--- src/rtl/regfile_wb_arbiter.sv ---
// Write-port controller for the 32x32 register file: clears x1..x31 after reset,
// then round-robin arbitrates valid/ready writeback requesters onto A3/WD3/WE3.
module regfile_wb_arbiter #(
  parameter  int NUM_REQ = 3,
  parameter  int ADDR_W  = 5,
  parameter  int DATA_W  = 32,
  localparam int GW      = (NUM_REQ > 1) ? $clog2(NUM_REQ) : 1
) (
  input  logic                       clk,
  input  logic                       rst_n,
  input  logic [NUM_REQ-1:0]         req_valid,
  input  logic [NUM_REQ*ADDR_W-1:0]  req_addr,
  input  logic [NUM_REQ*DATA_W-1:0]  req_data,
  output logic [NUM_REQ-1:0]         req_ready,
  output logic [ADDR_W-1:0]          A3,
  output logic [DATA_W-1:0]          WD3,
  output logic                       WE3,
  output logic                       init_done,
  output logic [GW-1:0]              last_grant
);

  typedef enum logic [0:0] {
    ST_INIT = 1'b0,
    ST_RUN  = 1'b1
  } state_t;

  localparam logic [ADDR_W-1:0] CLR_FIRST = ADDR_W'(1);
  localparam logic [ADDR_W-1:0] CLR_LAST  = {ADDR_W{1'b1}};

  state_t              state_r;
  state_t              state_nxt_s;
  logic [ADDR_W-1:0]   clr_idx_r;
  logic [GW-1:0]       rr_ptr_r;
  logic [GW-1:0]       grant_idx_s;
  logic                grant_hit_s;
  logic [NUM_REQ-1:0]  ready_s;
  logic [ADDR_W-1:0]   addr_sel_s;
  logic [DATA_W-1:0]   data_sel_s;
  logic [GW-1:0]       rr_nxt_s;
  int unsigned         cand_s;

  // Round-robin search: walk downward so the candidate closest to rr_ptr wins last.
  always_comb begin
    grant_idx_s = '0;
    grant_hit_s = 1'b0;
    cand_s      = 32'd0;
    for (int k = NUM_REQ - 1; k >= 0; k--) begin
      cand_s = int'(rr_ptr_r) + k;
      if (cand_s >= NUM_REQ) begin
        cand_s = cand_s - NUM_REQ;
      end else begin
        cand_s = cand_s;
      end
      if (req_valid[GW'(cand_s)]) begin
        grant_hit_s = 1'b1;
        grant_idx_s = GW'(cand_s);
      end else begin
        grant_hit_s = grant_hit_s;
      end
    end
  end

  // One-hot ready, only while running and only toward a valid requester.
  always_comb begin
    ready_s = '0;
    if (state_r == ST_RUN && grant_hit_s) begin
      ready_s[grant_idx_s] = 1'b1;
    end else begin
      ready_s = '0;
    end
  end

  assign req_ready = ready_s;

  // Payload mux for the granted requester.
  always_comb begin
    addr_sel_s = '0;
    data_sel_s = '0;
    for (int i = 0; i < NUM_REQ; i++) begin
      if (GW'(i) == grant_idx_s) begin
        addr_sel_s = req_addr[i*ADDR_W +: ADDR_W];
        data_sel_s = req_data[i*DATA_W +: DATA_W];
      end else begin
        addr_sel_s = addr_sel_s;
      end
    end
  end

  // Pointer moves just past the winner, wrapping at NUM_REQ-1.
  always_comb begin
    rr_nxt_s = '0;
    if (grant_idx_s == GW'(NUM_REQ - 1)) begin
      rr_nxt_s = '0;
    end else begin
      rr_nxt_s = grant_idx_s + GW'(1);
    end
  end

  // Next-state logic: INIT ends after the cycle that issues the last address.
  always_comb begin
    state_nxt_s = state_r;
    case (state_r)
      ST_INIT: begin
        if (clr_idx_r == CLR_LAST) begin
          state_nxt_s = ST_RUN;
        end else begin
          state_nxt_s = ST_INIT;
        end
      end
      ST_RUN:  state_nxt_s = ST_RUN;
      default: state_nxt_s = ST_INIT;
    endcase
  end

  // State register.
  always_ff @(posedge clk or negedge rst_n) begin
    if (!rst_n) begin
      state_r <= ST_INIT;
    end else begin
      state_r <= state_nxt_s;
    end
  end

  // Write-port registers; init_done rises on the first RUN edge.
  always_ff @(posedge clk or negedge rst_n) begin
    if (!rst_n) begin
      clr_idx_r  <= CLR_FIRST;
      rr_ptr_r   <= '0;
      A3         <= '0;
      WD3        <= '0;
      WE3        <= 1'b0;
      init_done  <= 1'b0;
      last_grant <= '0;
    end else begin
      case (state_r)
        ST_INIT: begin
          A3        <= clr_idx_r;
          WD3       <= '0;
          WE3       <= 1'b1;
          clr_idx_r <= clr_idx_r + ADDR_W'(1);
        end
        ST_RUN: begin
          init_done <= 1'b1;
          if (grant_hit_s) begin
            A3         <= addr_sel_s;
            WD3        <= data_sel_s;
            WE3        <= (addr_sel_s != '0);
            last_grant <= grant_idx_s;
            rr_ptr_r   <= rr_nxt_s;
          end else begin
            WE3 <= 1'b0;
          end
        end
        default: begin
          WE3 <= 1'b0;
        end
      endcase
    end
  end

endmodule

--- config.mk ---
export PLATFORM = sky130hd
export DESIGN_NAME = regfile_wb_arbiter
export DESIGN_NICKNAME = d
export VERILOG_FILES = /design/src/rtl/regfile_wb_arbiter.sv
export SDC_FILE = /design/constraint.sdc
export NUM_CORES = 1
export LEC_CHECK = 0
export BUFFER_PORTS_ARGS = -buffer_cell sky130_fd_sc_hd__buf_2
export CELL_PAD_IN_SITES_DETAIL_PLACEMENT = 0
export CELL_PAD_IN_SITES_GLOBAL_PLACEMENT = 1
export CORE_UTILIZATION = 29
export DETAILED_ROUTE_END_ITERATION = 16
export MAX_ROUTING_LAYER = met4
export PLACE_DENSITY_LB_ADDON = 0.1
export SETUP_SLACK_MARGIN = 0.3
export SLEW_MARGIN = 15
export SYNTH_ARGS = -nofsm -noshare
export SYNTH_HDL_FRONTEND = slang
export SYNTH_SLANG_ARGS = --single-unit
--- constraint.sdc ---
create_clock -name clk -period 2.31 [get_ports clk]
set_input_delay 0.1155 -clock clk [delete_from_list [all_inputs] [get_ports clk]]
set_output_delay 0.1155 -clock clk [all_outputs]
set_load 0.02 [all_outputs]
# Yosys cells after proc, flatten, opt, wreduce, memory -nomap -nowiden
# Index checks and enable logic that the tools add are counted.
# classes
mul	0
n_lt_le_gt_ge	8
reduce_logical	5
n_addsub	7
n_bitwise	1
n_div	0
n_mux	33
shifts	0
eq_ne	5
# ops
cell	count
$mux W32	4
$pmux W32 S2	1
$mux W5	4
$mux W2	7
$lt A2 B3 Y1 const B	4
$pmux W5 S2	1
$mux W1	9
$bmux W1 S2	3
$ge A3 B2 Y1 const B	2
$sub A2 B2 Y2 const B	3
$add A5 B1 Y5 const B	1
$eq A5 B5 Y1 const B	1
$reduce_bool A5 Y1	1
$pmux W1 S2	2
$add A2 B1 Y3 const B	1
$add A2 B2 Y3 const B	1
$mux W3	1
$add A2 B1 Y2 const B	1
$demux W1 S2	1
$eq A1 B2 Y1 const A	1
$eq A2 B2 Y1 const A	1
$eq A2 B2 Y1 const B	1
$ge A2 B1 Y1 const B	1
$ge A2 B2 Y1 const B	1
5 further kinds	6
# totals
latch_bits	0
input_bits	116
mem_count	0
ff_bits	49
output_inout_bits	44
romBits	0
ramBits	0

# Logic depth before layout (Yosys ltp)
# logic_depth
word_depth	15
mapped_depth	11

# Least setup slack after synthesis
# No wires, ideal clock.
# synth_path
path_kind	register to register
startpoint	register rr_ptr_r[0]
endpoint	register last_grant[1]
path_stages_with_launch	12
setup_ns	0.065
t_arrival_ns	2.319
t_required_ns	2.245
setup_slack_ns	-0.074
synth_period_minus_slack_ns	2.384
path_buffers	4
cell_sequence	dfrtp_1 -> inv_1 -> ha_1 -> buf_6 -> a21bo_1 -> a211o_1 -> and2_4 -> buf_6 -> buf_2 -> buf_2 -> nor2_1 -> a21o_1
# synth_between
elab_chain_len	9
word_cells_on_any_way	24
cone_classes	5 x add/sub; 3 x order compare; 15 x mux; 1 x reduce/logical
# synth_lines
item	line	rtl
start, declared	33	logic [GW-1:0] rr_ptr_r;
start signal, assigned	149	rr_ptr_r <= rr_nxt_s;
$add A2 B2 Y3	48	cand_s = int'(rr_ptr_r) + k;
$ge A3 B2 Y1 or $sub A2 B2 Y2 (tied branches)	49, 50	
$mux W2	49	if (cand_s >= NUM_REQ) begin
$bmux W1 S2	54	if (req_valid[GW'(cand_s)]) begin
$mux W1 (implied by the code)	54	
$mux W1 (3 in a row)	54	
$reduce_and A2 Y1 (no line)	-	
end signal, assigned	148	last_grant <= grant_idx_s;
end, declared	19	output logic [GW-1:0] last_grant
# Several ways; a longest one is shown, not always the timed one. The select of a mux whose other input is x is not followed.
# A chain may end at the register's enable or synchronous reset.

# Final worst setup path
# layout_path
startpoint	register rr_ptr_r[1]
endpoint	output port req_ready[0]
# layout_between
elab_chain_len	13
word_cells_on_any_way	30
cone_classes	5 x add/sub; 5 x order compare; 18 x mux; 2 x reduce/logical
# layout_lines
item	line	rtl
$add A2 B2 Y3	48	
$ge A3 B2 Y1 or $sub A2 B2 Y2 (tied branches)	49, 50	
$mux W2	49	
$bmux W1 S2	54	
$mux W1 (implied by the code)	54	
$mux W2 (3 in a row)	54	
$lt A2 B3 Y1 (implied by the code) or $ge A2 B1 Y1 (tied branches)	67	ready_s[grant_idx_s] = 1'b1;
$logic_and A1 B1 Y1 (implied by the code)	67	
$mux W1 (implied by the code)	67	
$demux W1 S2	67	
$mux W3 *	66	if (state_r == ST_RUN && grant_hit_s) begin
end, declared	14	output logic [NUM_REQ-1:0] req_ready,
# Mark *: on every way between the ends. The rest lies on a longest branch, timed or not. The select of a mux whose other input is x is not followed.

==> metrics <==
most common cell in the synthesized netlist dfrtp_1; sort of element at the end of the critical path output pin; clk_lat worst skew between 0.3 and 0.4 ns; worst rel slew slack 0.536; Crit-path slowest cell dfrtp_2; basic-gate share of the synthesized area counting and, or, nand and nor cells 0.101; drc violations 0; final worst path period share 1.03; final hold slack ~0.18 ns; outcome finished, violations left; clock tree root buffer cell clkbuf_8; boundary pin count 160; cell count after placement between 500 and 600; slew at the pin closest to its max-slew limit 0.696 ns; starting utilization of the core area 0.300; count of maximum capacitance violations 0; placeable core region about 9800 um^2; count of antenna diodes in the layout 0; total negative setup slack -0.357 ns; Worst Reg-to-Reg Cells 8; Port-buffer cells roughly 160; violated checks negative setup slack; setup repair after global routing missed its margin yes; P&R area growth vs syn 54.0%; mux cell area share after synthesis 0.135; total via count in the routed design roughly 2900; end point of the critical path req_ready[0]; adder-cell area share of the yosys netlist 0.0214; FMAX 421 MHz; power density cells around 1600 nW/um^2; chip height approximately 100 um; pin count of the biggest net entering global routing 35; number of sinks handled by clock tree synthesis just under 50; detailed-routing iteration count for the pre-antenna-repair pass 4; combinational family with the most area after synthesis compound AO/OA/AOI/OAI gates; Finished Layout Cells between 600 and 700; number of routed nets with antenna violations 0; synthesized flop and latch total between 40 and 50; Setup WS post-layout -0.0632 ns; synthesized instance count ~290; post-synthesis xor/xnor area fraction 0.00897; reg-to-reg critical path endpoint WE3; CP Depth 8; sequential element share of the synthesized area 0.419; Max H-tree Level 2; critical setup path kind flip-flop to output pin; WL final between 9000 and 10000 um; global routing met2 resource utilization 0.252; fraction of final layout cells sized beyond drive strength 1 0.509; critical path launch point type flip-flop; TritonCTS clock tree built; GRT met3 Usage 0.0376; count of flip-flops with a built-in enable after synthesis 0; signal arrival time at the worst endpoint roughly 2.3 ns; most frequently used flop master after synthesis dfrtp_1; Routed WL per cell approximately 15 um; LEAKAGE between 2 and 2.5 nW; VDD IR max 0.000628 V; Chip Width about 100 um; grt ovf 0; synthesized area 2930 um^2; via count of the first global-routing pass 2546; total count of hold-check failures in the final report 0; first-pass GRT wire length 12800 um; proportion of register bits with asynchronous set or reset after synthesis 1.00; most numerous cell types in the synthesized netlist dfrtp_1 (48), nor2_1 (40), a21oi_1 (36), mux2i_1 (35), a22o_1 (32); cell-by-cell listing of the critical path ha_4 > or2_1 > a32oi_4 > buf_6 > nor3b_4 > nand2b_4 > nor2_4 > buf_6; Initial DRC Count 91; post-synthesis compound-gate area fraction 0.240; gr busiest metal met2; required time of the worst setup path roughly 2.2 ns; met1 routing resource usage after global routing 0.225; family with the most delay on the worst path simple AND/OR/NAND/NOR gates; cell row count 36; worst reg2reg setup slack -0.05 ns; cell occurring most often along the worst timing path buf_6; most area-hungry cell type in the Yosys netlist dfrtp_1; mean number of vias per cell about 4.7; Die Area between 10000 and 15000 um^2; maximum fanout along the worst path 5; final net count 596; source of the critical timing path rr_ptr_r[1]; reg2reg start rr_ptr_r[1]; clock period minus final worst setup slack about 2.4 ns; gp weighted congestion just over 0.8; maximum cell stage delay along the critical path 0.46 ns; number of different library cells in the post-synthesis netlist 45; Filler Cell Count about 990; maximum clock path buffer count 2; antenna violations before repair 0; final slew viol count 0; Synth Area per Inst between 10 and 15 um^2; biggest area contributors in the synthesized netlist dfrtp_1 (41%), mux2i_1 (12%), a22o_1 (9.6%); final number of setup-violating endpoints 21; Reg clk slew, reported paths approximately 0.090 ns; placed cell area around 3900 um^2; warnings from Yosys 0; number of buffers created by CTS 5; min-delay worst type input port to flip-flop; combined buffer and inverter count along the critical path 2; Yosys top cell area share 0.410; post-route standard cell area excluding fillers roughly 4500 um^2; total power roughly 7.3 mW; HPWL after detailed placement approximately 6500 um; Mapped Nets between 400 and 500; final setup skew between 0.01 and 0.015 ns; total routing usage reported by global routing 0.166
worst min path at each step:
stage | depth (start not counted) | startpoint | to | slack, ns
after detailed placement | 1 | rst_n | WD3[25] | 0.20
after CTS | 4 | req_data[77] | WD3[13] | 0.16
after global placement | 1 | rst_n | WD3[27] | 0.20
after floorplan | 0 | rst_n | A3[0] | -0.18
final | 4 | req_data[88] | WD3[24] | 0.18
after global routing | 4 | req_data[76] | WD3[12] | 0.16
power by group:
| part | leakage [nW] | switching [mW] | internal (mW) |
|---|---|---|---|
| registers | 0.576 | 0.207 | 1.27 |
| clock network | 0.0443 | 0.287 | 0.238 |
| logic | 1.78 | 2.61 | 2.70 |
| total | 2.40 | 3.10 | 4.21 |
kinds of logic after synthesis:
group	after synthesis
muxes	39
DFF	49
xor gates and xnor gates	3
buffers and inverters	30
and+or+nand+nor	63
AOI/OAI and AO/OA	98
adders and majority gates	5
worst reg2reg max path, cell delays in order (launching register included):
cell and delay (ns):
dfrtp_2 0.46, ha_4 0.18, mux2_4 0.31, o21a_1 0.22, a21o_4 0.21, buf_12 0.15
a311o_1 0.35, a211oi_2 0.17, a41oi_1 0.14
cell usage in the layout, fill, tap and decap left out, types with 5 or more instances in the layout:
master,instances
a21oi_1,35
buf_12,8
nor2_1,37
mux2i_1,34
clkbuf_8,6
nand2_1,5
dfrtp_1,47
buf_2,156
buf_4,21
a22o_1,32
buf_6,13
area by class of cell:
| class | count | area [um^2] | share of cell area |
|---|---|---|---|
| multi-input combinational | 208 | 1630 | 0.362 |
| timing repair buffer | 204 | 1370 | 0.304 |
| sequential | 49 | 1230 | 0.273 |
| tap | 133 | 166 | 0.0369 |
| clock buffer | 7 | 86.3 | 0.0192 |
| inverter | 7 | 26.3 | 0.00583 |
state kept, by name (all words and copies together) (netlist names):
register,flops
A3,5
WD3,32
WE3,1
clr_idx_r,5
init_done,1
last_grant,2
rr_ptr_r,2
state_r,1
routing by layer:
metal	share of wire	routed length [um]
met1	0.46	4310
met2	0.48	4460
met3	0.059	551
met4	0.0048	45
met5	0	0
through the flow:
| step | worst slack [ns] | util |
|---|---|---|
| after floorplan | 0.0741 | - |
| after global placement | 0.00361 | 0.402 |
| after detailed placement | -0.0493 | 0.402 |
| after CTS | -0.0811 | 0.430 |
| after global routing | -0.135 | 0.461 |
| final | -0.0632 | 0.461 |
timing repair:
action / in CTS / in global routing
buffers inserted: 12 / 11
resized for setup: 23 / 22
hold buffers: 1 / 0
hold endpoints to repair: 26 / 0
endpoints found under the setup margin: 45 / 45
gates cloned: 0 / 5
pin swaps: 12 / 28
Note: power is estimated with default switching activity, not from simulation.
